`src/rtl/dk_pkg.sv`:
```
// Shared definitions for the Donkey Kong datapath.
//   - game_state_e : game-flow state encoding driven on game_ctrl.game_state
//   - KEY_*        : bit indices into the 5-bit keydown bus
//   - board limits : coordinate widths and visible playfield extents
//   - SCORE_MAX    : score saturation value
package dk_pkg;

    typedef enum logic [2:0] {
        ST_ATTRACT = 3'd0,
        ST_READY   = 3'd1,
        ST_PLAY    = 3'd2,
        ST_DYING   = 3'd3,
        ST_WIN     = 3'd4,
        ST_OVER    = 3'd5
    } game_state_e;

    localparam int unsigned KEY_UP    = 0;
    localparam int unsigned KEY_LEFT  = 1;
    localparam int unsigned KEY_RIGHT = 2;
    localparam int unsigned KEY_DOWN  = 3;
    localparam int unsigned KEY_JUMP  = 4;
    localparam int unsigned KEY_W     = 5;

    localparam int unsigned X_W = 10;
    localparam int unsigned Y_W = 9;
    localparam logic [X_W-1:0] BOARD_X_MAX = 10'd639;
    localparam logic [Y_W-1:0] BOARD_Y_MAX = 9'd479;

    localparam logic [19:0] SCORE_MAX = 20'd999_999;

endpackage

```
`src/rtl/hit_box.sv`:
```
// Combinational axis-aligned overlap check between two objects.
// Ports:
//   ax, ay  : position of object A
//   bx, by  : position of object B
//   overlap : |ax-bx| < 2*HIT_W and |ay-by| < 2*HIT_H
// Differences are unsigned absolute values, so coordinates never wrap.
module hit_box
    import dk_pkg::*;
#(
    parameter int unsigned HIT_W = 12,
    parameter int unsigned HIT_H = 14
) (
    input  logic [X_W-1:0] ax,
    input  logic [Y_W-1:0] ay,
    input  logic [X_W-1:0] bx,
    input  logic [Y_W-1:0] by,
    output logic           overlap
);

    logic [X_W-1:0] dx;
    logic [Y_W-1:0] dy;

    always_comb begin
        dx      = (ax >= bx) ? (ax - bx) : (bx - ax);
        dy      = (ay >= by) ? (ay - by) : (by - ay);
        overlap = (32'(dx) < 2 * HIT_W) && (32'(dy) < 2 * HIT_H);
    end

endmodule

```
`src/rtl/game_ctrl.sv`:
```
// Game-flow sequencer: attract, ready countdown, play, death, win, game over.
// Ports:
//   clk, rst            : clock, synchronous active-low reset
//   frame_tick          : one-cycle pulse per video frame; all updates gated by it
//   keydown[4:0]        : key levels (see dk_pkg KEY_*)
//   mario_x/y           : Mario position
//   hazard_valid/x/y    : active hazard and its position
//   mario_rst/start/over: control levels to the mario block
//   game_state          : current dk_pkg::game_state_e value
//   lives, score, bonus : HUD values (score saturates at 999_999)
module game_ctrl
    import dk_pkg::*;
#(
    parameter int unsigned LIVES        = 3,
    parameter int unsigned READY_FRAMES = 90,
    parameter int unsigned DIE_FRAMES   = 64,
    parameter int unsigned WIN_FRAMES   = 120,
    parameter int unsigned TIME_DIV     = 60,
    parameter int unsigned BONUS_INIT   = 5000,
    parameter int unsigned HIT_W        = 12,
    parameter int unsigned HIT_H        = 14,
    parameter logic [8:0]  GOAL_Y       = 9'd50,
    parameter logic [9:0]  GOAL_X0      = 10'd250,
    parameter logic [9:0]  GOAL_X1      = 10'd390
) (
    input  logic        clk,
    input  logic        rst,
    input  logic        frame_tick,
    input  logic [4:0]  keydown,
    input  logic [9:0]  mario_x,
    input  logic [8:0]  mario_y,
    input  logic        hazard_valid,
    input  logic [9:0]  hazard_x,
    input  logic [8:0]  hazard_y,
    output logic        mario_rst,
    output logic        mario_start,
    output logic        mario_over,
    output logic [2:0]  game_state,
    output logic [2:0]  lives,
    output logic [19:0] score,
    output logic [13:0] bonus
);

    game_state_e state_q, state_d;
    logic [7:0]  frame_cnt_q, frame_cnt_d;
    logic [7:0]  div_cnt_q, div_cnt_d;
    logic [2:0]  lives_q, lives_d;
    logic [19:0] score_q, score_d;
    logic [13:0] bonus_q, bonus_d;
    logic        key_prev_q, key_prev_d;
    logic        mario_rst_q, mario_rst_d;
    logic        mario_start_q, mario_start_d;
    logic        mario_over_q, mario_over_d;

    logic        overlap;
    logic        hit;
    logic        goal;
    logic        key_any;
    logic        key_press;
    logic [20:0] score_sum;

    hit_box #(
        .HIT_W (HIT_W),
        .HIT_H (HIT_H)
    ) u_hit_box (
        .ax      (mario_x),
        .ay      (mario_y),
        .bx      (hazard_x),
        .by      (hazard_y),
        .overlap (overlap)
    );

    always_comb begin
        state_d     = state_q;
        frame_cnt_d = frame_cnt_q;
        div_cnt_d   = div_cnt_q;
        lives_d     = lives_q;
        score_d     = score_q;
        bonus_d     = bonus_q;
        key_prev_d  = key_prev_q;
        score_sum   = '0;

        key_any   = |keydown;
        key_press = key_any & ~key_prev_q;
        hit       = hazard_valid & overlap;
        goal      = (mario_y <= GOAL_Y) && (mario_x >= GOAL_X0) && (mario_x <= GOAL_X1);

        if (frame_tick) begin
            key_prev_d  = key_any;
            frame_cnt_d = frame_cnt_q + 8'd1;
            unique case (state_q)
                ST_ATTRACT: if (key_press) state_d = ST_READY;
                ST_READY: begin
                    if (frame_cnt_q == 8'(READY_FRAMES - 1)) state_d = ST_PLAY;
                end
                ST_PLAY: begin
                    if (div_cnt_q == 8'(TIME_DIV - 1)) begin
                        div_cnt_d = '0;
                        bonus_d   = (bonus_q >= 14'd100) ? (bonus_q - 14'd100) : '0;
                    end else begin
                        div_cnt_d = div_cnt_q + 8'd1;
                    end
                    // Score uses the post-decrement bonus, so a goal on the
                    // tick the bonus runs out awards nothing.
                    score_sum = {1'b0, score_q} + 21'(bonus_d);
                    if (hit) begin
                        state_d = ST_DYING;
                    end else if (goal) begin
                        state_d = ST_WIN;
                        score_d = (score_sum > 21'(SCORE_MAX)) ? SCORE_MAX : score_sum[19:0];
                    end else if (bonus_d == '0) begin
                        state_d = ST_DYING;
                    end
                end
                ST_DYING: begin
                    if (frame_cnt_q == 8'(DIE_FRAMES - 1)) begin
                        if (lives_q == 3'd1) begin
                            lives_d = '0;
                            state_d = ST_OVER;
                        end else begin
                            lives_d = lives_q - 3'd1;
                            state_d = ST_READY;
                        end
                    end
                end
                ST_WIN: begin
                    if (frame_cnt_q == 8'(WIN_FRAMES - 1)) state_d = ST_READY;
                end
                ST_OVER: begin
                    if (key_press) begin
                        state_d = ST_ATTRACT;
                        lives_d = 3'(LIVES);
                        score_d = '0;
                    end
                end
                default: state_d = ST_ATTRACT;
            endcase

            if (state_d != state_q) begin
                frame_cnt_d = '0;
                div_cnt_d   = '0;
                if (state_d == ST_READY) bonus_d = 14'(BONUS_INIT);
            end
        end

        // Control levels are decoded from the next state so they change in
        // the same cycle as game_state.
        mario_rst_d   = (state_d == ST_ATTRACT) || (state_d == ST_READY) || (state_d == ST_OVER);
        mario_start_d = (state_d == ST_PLAY) || (state_d == ST_DYING);
        mario_over_d  = (state_d == ST_DYING);
    end

    always_ff @(posedge clk) begin
        if (!rst) begin
            state_q       <= ST_ATTRACT;
            frame_cnt_q   <= '0;
            div_cnt_q     <= '0;
            lives_q       <= 3'(LIVES);
            score_q       <= '0;
            bonus_q       <= '0;
            key_prev_q    <= 1'b1;
            mario_rst_q   <= 1'b1;
            mario_start_q <= 1'b0;
            mario_over_q  <= 1'b0;
        end else begin
            state_q       <= state_d;
            frame_cnt_q   <= frame_cnt_d;
            div_cnt_q     <= div_cnt_d;
            lives_q       <= lives_d;
            score_q       <= score_d;
            bonus_q       <= bonus_d;
            key_prev_q    <= key_prev_d;
            mario_rst_q   <= mario_rst_d;
            mario_start_q <= mario_start_d;
            mario_over_q  <= mario_over_d;
        end
    end

    assign game_state  = state_q;
    assign lives       = lives_q;
    assign score       = score_q;
    assign bonus       = bonus_q;
    assign mario_rst   = mario_rst_q;
    assign mario_start = mario_start_q;
    assign mario_over  = mario_over_q;

endmodule
```
`config.mk`:
```
export PLATFORM = sky130hd
export DESIGN_NAME = game_ctrl
export DESIGN_NICKNAME = d
export VERILOG_FILES = /design/src/rtl/dk_pkg.sv /design/src/rtl/hit_box.sv /design/src/rtl/game_ctrl.sv
export SDC_FILE = /design/constraint.sdc
export NUM_CORES = 1
export LEC_CHECK = 0
export BUFFER_PORTS_ARGS = -buffer_cell sky130_fd_sc_hd__buf_2
export CELL_PAD_IN_SITES_DETAIL_PLACEMENT = 2
export CELL_PAD_IN_SITES_GLOBAL_PLACEMENT = 2
export CORE_UTILIZATION = 34
export DETAILED_ROUTE_END_ITERATION = 12
export GPL_TIMING_DRIVEN = 1
export PLACE_DENSITY_LB_ADDON = 0.1
export SLEW_MARGIN = 25
export SYNTH_ARGS = -nofsm -noshare
export SYNTH_HDL_FRONTEND = slang
export SYNTH_SLANG_ARGS = --single-unit
```
`constraint.sdc`:
```
create_clock -name clk -period 6.85 [get_ports clk]
set_input_delay 0 -clock clk [delete_from_list [all_inputs] [get_ports clk]]
set_output_delay 0 -clock clk [all_outputs]
set_load 0.1 [all_outputs]
```
# --- Yosys cells after proc, flatten, opt, wreduce, memory -nomap -nowiden ---
# Cells that the tools add are included.
totals:
  regBits: 60
  elab_cells: 101
  output_inout_bits: 43
  inputBits: 47
op_classes:
  bitwise: 3
  reduce_logical: 16
  n_mux: 34
  n_addsub: 9
  n_eq_ne: 20
  magnitude_cmp: 9
ops:
  columns: ["op", "n"]
  rows:
  - ["$mux 14", 7]
  - ["$mux 20", 4]
  - ["$mux 3", 14]
  - ["$pmux 20 s2", 1]
  - ["$mux 8", 4]
  - ["$add 20x14->21", 1]
  - ["$gt 21x20->1 const B", 1]
  - ["$sub 10x10->10", 2]
  - ["$pmux 3 s6", 1]
  - ["$sub 9x9->9", 2]
  - ["$add 8x1->8 const B", 2]
  - ["$eq 8x6->1 const B", 2]
  - ["$eq 8x7->1 const B", 2]
  - ["$ge 14x7->1 const B", 1]
  - ["$logic_not 14->1", 1]
  - ["$sub 14x7->14 const B", 1]
  - ["$eq 3x1->1 const B", 4]
  - ["$eq 3x2->1 const B", 4]
  - ["$ge 10x10->1", 1]
  - ["$ge 10x8->1 const B", 1]
  - ["$le 10x9->1 const B", 1]
  - ["$lt 10x5->1 const B", 1]
  - ["$mux 10", 1]
  - ["$eq 3x3->1 const B", 3]
  - ["18 further kinds", 29]

# --- Longest topological paths before layout ---
logic_depth:
  ltp_word: 15
  ltp_mapped: 22
  mapped_depth_nobuf: 17

# --- Hierarchy ---
# From an unflattened synthesis, not the netlist that was laid out.
hier_totals:
  cells_unflattened: 765
  area_unflattened_um2: 5979.5
modules_own_cells:
  columns: ["mod", "area_per_inst_um2", "cells_each", "instances", "seq_area_each_um2"]
  rows:
  - ["game_ctrl", 4599.4, 573, 1, 1201.2]
  - ["hit_box", 1380.1, 192, 1, 0.0]

# --- Least setup slack after synthesis ---
# No wires, ideal clock.
synth_path:
  kind: "register -> register"
  from: "register bonus_q[4], in the netlist bonus[4]"
  to: "register score_q[16], in the netlist score[16]"
  setup_ps: 142
  path_stages_with_launch: 22
  arrival_time_ps: 5254
  path_buffers: 7
  path_slack_ps: 1454
  required_ps: 6708
  period_less_slack_ps: 5396
  cell_sequence: "dfxtp_1 -> clkbuf_1 -> and3b_1 -> a31oi_1 -> and4_1 -> buf_1 -> buf_1 -> nor2_1 -> ha_1 -> buf_2 -> a21oi_2 -> o2111ai_1 -> nor3_1 -> or2_1 -> clkbuf_1 -> o211ai_1 -> or4_1 -> and2_1 -> clkbuf_1 -> buf_2 -> o2111ai_1 -> o311ai_0"
synth_via:
  elab_chain_len: 11
  word_cells_on_any_way: 12
  cone_classes: "add/sub: 2; order compare: 2; mux: 8"
synth_lines:
  columns: ["element", "line", "source"]
  rows:
  - ["start, declared", "game_ctrl.sv:49", "logic [13:0] bonus_q, bonus_d;"]
  - ["start signal, assigned", "game_ctrl.sv:171", "bonus_q <= bonus_d;"]
  - ["$sub 14x7->14 or $ge 14x7->1 (tied branches)", "game_ctrl.sv:99", "bonus_d = (bonus_q >= 14'd100) ? (bonus_q - 14'd100) : '0;"]
  - ["$mux 14", "game_ctrl.sv:99", null]
  - ["$mux 14 (*)", "game_ctrl.sv:97", "if (div_cnt_q == 8'(TIME_DIV - 1)) begin"]
  - ["$mux 14 (*)", "game_ctrl.sv:91", "unique case (state_q)"]
  - ["$mux 14 (*)", "game_ctrl.sv:88", "if (frame_tick) begin"]
  - ["$add 20x14->21 (*)", "game_ctrl.sv:105", "score_sum = {1'b0, score_q} + 21'(bonus_d);"]
  - ["$gt 21x20->1", "game_ctrl.sv:110", "score_d = (score_sum > 21'(SCORE_MAX)) ? SCORE_MAX : score_sum[19:0];"]
  - ["$mux 20 (*)", "game_ctrl.sv:110", null]
  - ["$mux 20 (*)", "game_ctrl.sv:108", "end else if (goal) begin"]
  - ["$mux 20 (*)", "game_ctrl.sv:106", "if (hit) begin"]
  - ["$pmux 20 s2 (*)", "game_ctrl.sv:91", null]
  - ["end signal, assigned", "game_ctrl.sv:170", "score_q <= score_d;"]
  - ["end, declared", "game_ctrl.sv:48", "logic [19:0] score_q, score_d;"]
# Every way passes the cells marked *; elsewhere a longest branch is shown, timed or not. The select of a mux whose other input is x is not followed.
# A chain may end at the register's enable or synchronous reset.

# --- Worst setup path after layout ---
layout_path:
  from: "register div_cnt_q[0]"
  to: "register score_q[16], in the netlist score[16]"
layout_via:
  elab_chain_len: 10
layout_lines:
  columns: ["element", "line", "source"]
  rows:
  - ["start, declared", "game_ctrl.sv:46", "logic [7:0] div_cnt_q, div_cnt_d;"]
  - ["start signal, assigned", "game_ctrl.sv:168", "div_cnt_q <= div_cnt_d;"]
  - ["$eq 8x6->1 (*)", "game_ctrl.sv:97", null]
  - ["$mux 14 (*)", "game_ctrl.sv:97", null]
  - ["$mux 14 (*)", "game_ctrl.sv:91", null]
  - ["$mux 14 (*)", "game_ctrl.sv:88", null]
  - ["$add 20x14->21 (*)", "game_ctrl.sv:105", null]
  - ["$gt 21x20->1", "game_ctrl.sv:110", null]
  - ["$mux 20 (*)", "game_ctrl.sv:110", null]
  - ["$mux 20 (*)", "game_ctrl.sv:108", null]
  - ["$mux 20 (*)", "game_ctrl.sv:106", null]
  - ["$pmux 20 s2 (*)", "game_ctrl.sv:91", null]
# Marks and branches as above.

==> flow_summary_export.csv <==
group,metric,value,unit
status,status,"finished with violations",
status,violations,"DRC",
grt,grt.overflow.total,0,
grt,track_usage,24.4,%
worst_setup_path,r2r-start,"div_cnt_q[0]$_SDFFE_PN0P_",
pwr,comb_power_share,21.7,%
floorplan,io_pins,90,
worst_setup_path,crit_path_end_kind,"flip-flop",
timing,worst_slack,1.28,ns
yosys,synth_nets,954,
floorplan,die_width,138,um
finish,drive_above_1_share,14.2,%
drt,vias_per_cell,5.94,
placement,dp_hpwl,17.8,mm
worst_hold_path,hold_end,"key_prev_q$_SDFFE_PN1P_",
finish,fillers,2147,
yosys,synth_cells,848,
yosys,synth_cell_types,84,
finish,multi_input_area,4620,sq um
clocking,clock_sinks,60,
clocking,postCtsHoldBufs,0,
pwr,power.density,165,nW/um^2
clocking,cts_buffers,9,
pwr,p_sw_share,29.8,%
timing,period_share,81.3,%
drt,wirelength,22.9,mm
placement,place_inst,1119,
placement,port_buffers,89,
worst_setup_path,startpoint_type,"flip-flop",
yosys,syn_area,6310,sq um
timing,tightestPinTransition,0.879,ns
timing,slew_headroom,41.2,%
yosys,synth-seq-cells,60,
clocking,cts_tree,"built",
yosys,synth_top_area_share,19.0,%
clocking,cts_root_buf,"clkbuf_16",
finish,regArea,1200,sq um
timing,clock_skew,0.00474,ns
finish,diodes,0,
floorplan,num_rows,49,
timing,slew_violations,0,
clocking,postCtsSetupBuffers,0,
worst_hold_path,hp-start,"keydown[1]",
clocking,clk_pin_slew,0.06,ns
pwr,p_leak,0.00312,uW
timing,setup_viol,0,
pwr,vdd_drop_max,0.124,mV
yosys,async_flop_share,0,%
worst_hold_path,holdPathStages,5,
drt,wl_per_cell,20.2,um
yosys,synth.avg_cell_area,7.44,sq um
worst_setup_path,cp.arrival,5.75,ns
floorplan,coreArea,18100,sq um
floorplan,die_h,138,um
timing,finalSetupTns,0,ns
pwr,seqPwrFrac,30.4,%
drt,drt_iter0_drc,296,
pwr,power.switching,355,uW
placement,place_ws,1.37,ns
timing,max_freq,180,MHz
yosys,yosysWarnings,0,
pwr,p_clk_share,47.9,%
timing,fin_crit,5.57,ns
finish,nets,1007,
grt,antenna_found_initial,0,
worst_setup_path,critPathMaxFanout,22,
floorplan,start_util,34.9,%
run,cap_violations,0,
clocking,cts_resized,0,
yosys,ys.flop_type,"dfxtp_1",
grt,grt_max_degree,36,
grt,grt_pass1_vias,7337,
yosys,seq_area_frac_synth,19.0,%
finish,area_growth_syn_to_layout,14.2,%
placement,dpl_cell_area,6840,sq um
yosys,ys_top_cells_by_area,"dfxtp_1 19%, ha_1 12%, inv_1 4.2%, nand2_1 3.9%, nor2_1 3.6%",
worst_setup_path,r2r_slack,1.28,ns
grt,grt_first_pass_wirelength,38.2,mm
clocking,insertion_delay,0.34,ns
timing,rsz0062_at_grt,"false",
worst_setup_path,required,7.03,ns
clocking,clockBufferDepth,2,
drt,drc,8,
floorplan,die-area,19100,sq um
worst_setup_path,worst-setup-path-type,"reg2reg",
finish,fin_area,7200,sq um
drt,antenna_left,0,
clocking,h-tree-depth,3,
pwr,p_int,837,uW
finish,instances_no_fill,1135,
worst_setup_path,worst_path_max_delay_cell,"and4_1",
worst_setup_path,cp_cell_sequence,"ha_1, nand2b_1, nor4_1, and4_1, a211oi_1, ha_1, nand3_1, a211oi_1, nor3_1, xnor2_1, o31a_1, or4_1, and2_1, o2111ai_1, o311ai_0",
placement,gp_congestion,0.875,
worst_setup_path,rr_worst_depth,15,
worst_setup_path,r2r_end,"score[16]$_SDFFE_PN0P_",
timing,hold_viol_final,0,
yosys,synth-edff-count,0,
yosys,synth_top_area_cell,"dfxtp_1",
drt,firstDrtPassIters,8,
drt,vias,6738,
worst_setup_path,max_stage_delay,0.79,ns
worst_hold_path,hp-class,"in2reg",
-- cell type report --
class | instances | share of cell area, %
Inverter | 70 | 3.65
Sequential cell | 60 | 16.7
Clock inverter | 6 | 1.89
Clock buffer | 10 | 3.18
Timing Repair Buffer | 92 | 6.50
Multi-Input combinational cell | 668 | 64.1
Tap cell | 229 | 3.98
-- metal layers --
layer  part of all wire (%)  vias up  global-route usage [%]
li1                       -     3252                       -
met1                     45     3368                    29.8
met2                     51       98                    45.1
met3                    2.4       20                    2.70
met4                    1.5        0                    6.80
met5                      0        -                       0
-- cell usage after synthesis, types with 17 or more instances --
| cell | number |
|---|---|
| a211oi_1 | 25 |
| a21oi_1 | 43 |
| clkbuf_1 | 35 |
| dfxtp_1 | 60 |
| ha_1 | 58 |
| inv_1 | 70 |
| nand2_1 | 66 |
| nand3_1 | 36 |
| nand4_1 | 27 |
| nor2_1 | 61 |
| nor3_1 | 32 |
| nor4_1 | 20 |
| o211ai_1 | 17 |
| o21ai_0 | 33 |
| xnor2_1 | 20 |
| xor2_1 | 24 |
-- registers in the layout (all words and copies together) (netlist names) --
name,flops
bonus,14
div_cnt_q,8
frame_cnt_q,8
game_state,3
key_prev_q,1
lives,3
mario_over,1
mario_rst,1
mario_start,1
score,20
-- power by group through the flow --
stage | Clock, uW | Combinational [uW] | Sequential (uW)
floorplan | 0 | 164 | 391
global placement | 0 | 247 | 369
detailed placement | 0 | 259 | 370
CTS | 580 | 261 | 362
global route | 597 | 284 | 363
finish | 571 | 259 | 362
-- stage by stage --
step	util [%]	power [uW]	hold slack [ns]
final	39.8	1190	0.00398
after global routing	39.8	1240	0.0396
after detailed placement	37.8	628	0.349
after floorplan	-	556	0.225
after CTS	39.8	1200	0.00256
after global placement	37.8	617	0.321
-- cells in the final DEF, fill, tap and decap left out, types with 5 or more instances in the layout --
cell	Yosys	layout
o2bb2ai_1	8	8
clkbuf_16	0	9
xnor2_1	20	20
nand3_1	36	36
a31oi_1	12	12
dfxtp_1	60	60
nand4_1	27	27
nor3_1	32	32
o211ai_1	17	17
inv_1	70	70
ha_1	58	58
and2_1	10	10
xor2_1	24	24
o22ai_1	5	5
nand2_1	66	66
mux2i_1	6	6
nor2_1	61	61
nand2b_1	8	8
nor2b_1	11	10
a21oi_1	43	43
o2111ai_1	14	14
or4_1	8	8
nor4_1	20	20
and3_1	11	11
o21ai_0	33	33
o31ai_1	9	9
o21a_1	15	15
buf_2	8	89
a211oi_1	25	25
-- worst max path at each step --
| stage | endpoint | start | cells after the start |
|---|---|---|---|
| floorplan | score[16]$_SDFFE_PN0P_ | bonus[4]$_SDFFE_PN0P_ | 21 |
| global placement | score[16]$_SDFFE_PN0P_ | div_cnt_q[0]$_SDFFE_PN0P_ | 15 |
| detailed placement | score[5]$_SDFFE_PN0P_ | div_cnt_q[0]$_SDFFE_PN0P_ | 15 |
| CTS | score[16]$_SDFFE_PN0P_ | div_cnt_q[0]$_SDFFE_PN0P_ | 15 |
| global route | score[16]$_SDFFE_PN0P_ | div_cnt_q[0]$_SDFFE_PN0P_ | 15 |
| finish | score[16]$_SDFFE_PN0P_ | div_cnt_q[0]$_SDFFE_PN0P_ | 15 |
-- critical path: cells and delay by family (launching register included) --
family,cells,cell delay (ns)
xor gates and xnor gates,1,0.20
AOI/OAI and AO/OA,5,1.48
DFF,1,0.39
and+or+nand+nor,7,2.70
adders and majority gates,2,0.65
-- cells by family after synthesis --
| logic type | after synthesis | synth area share [%] |
|---|---|---|
| buf+inv | 120 | 7.77 |
| simple gates | 321 | 26.6 |
| xor+xnor | 44 | 6.11 |
| flops | 60 | 19.0 |
| compound gates | 235 | 27.1 |
| fa+ha+maj | 59 | 11.8 |
| mux | 9 | 1.49 |
(Power assumes the default switching activity.)
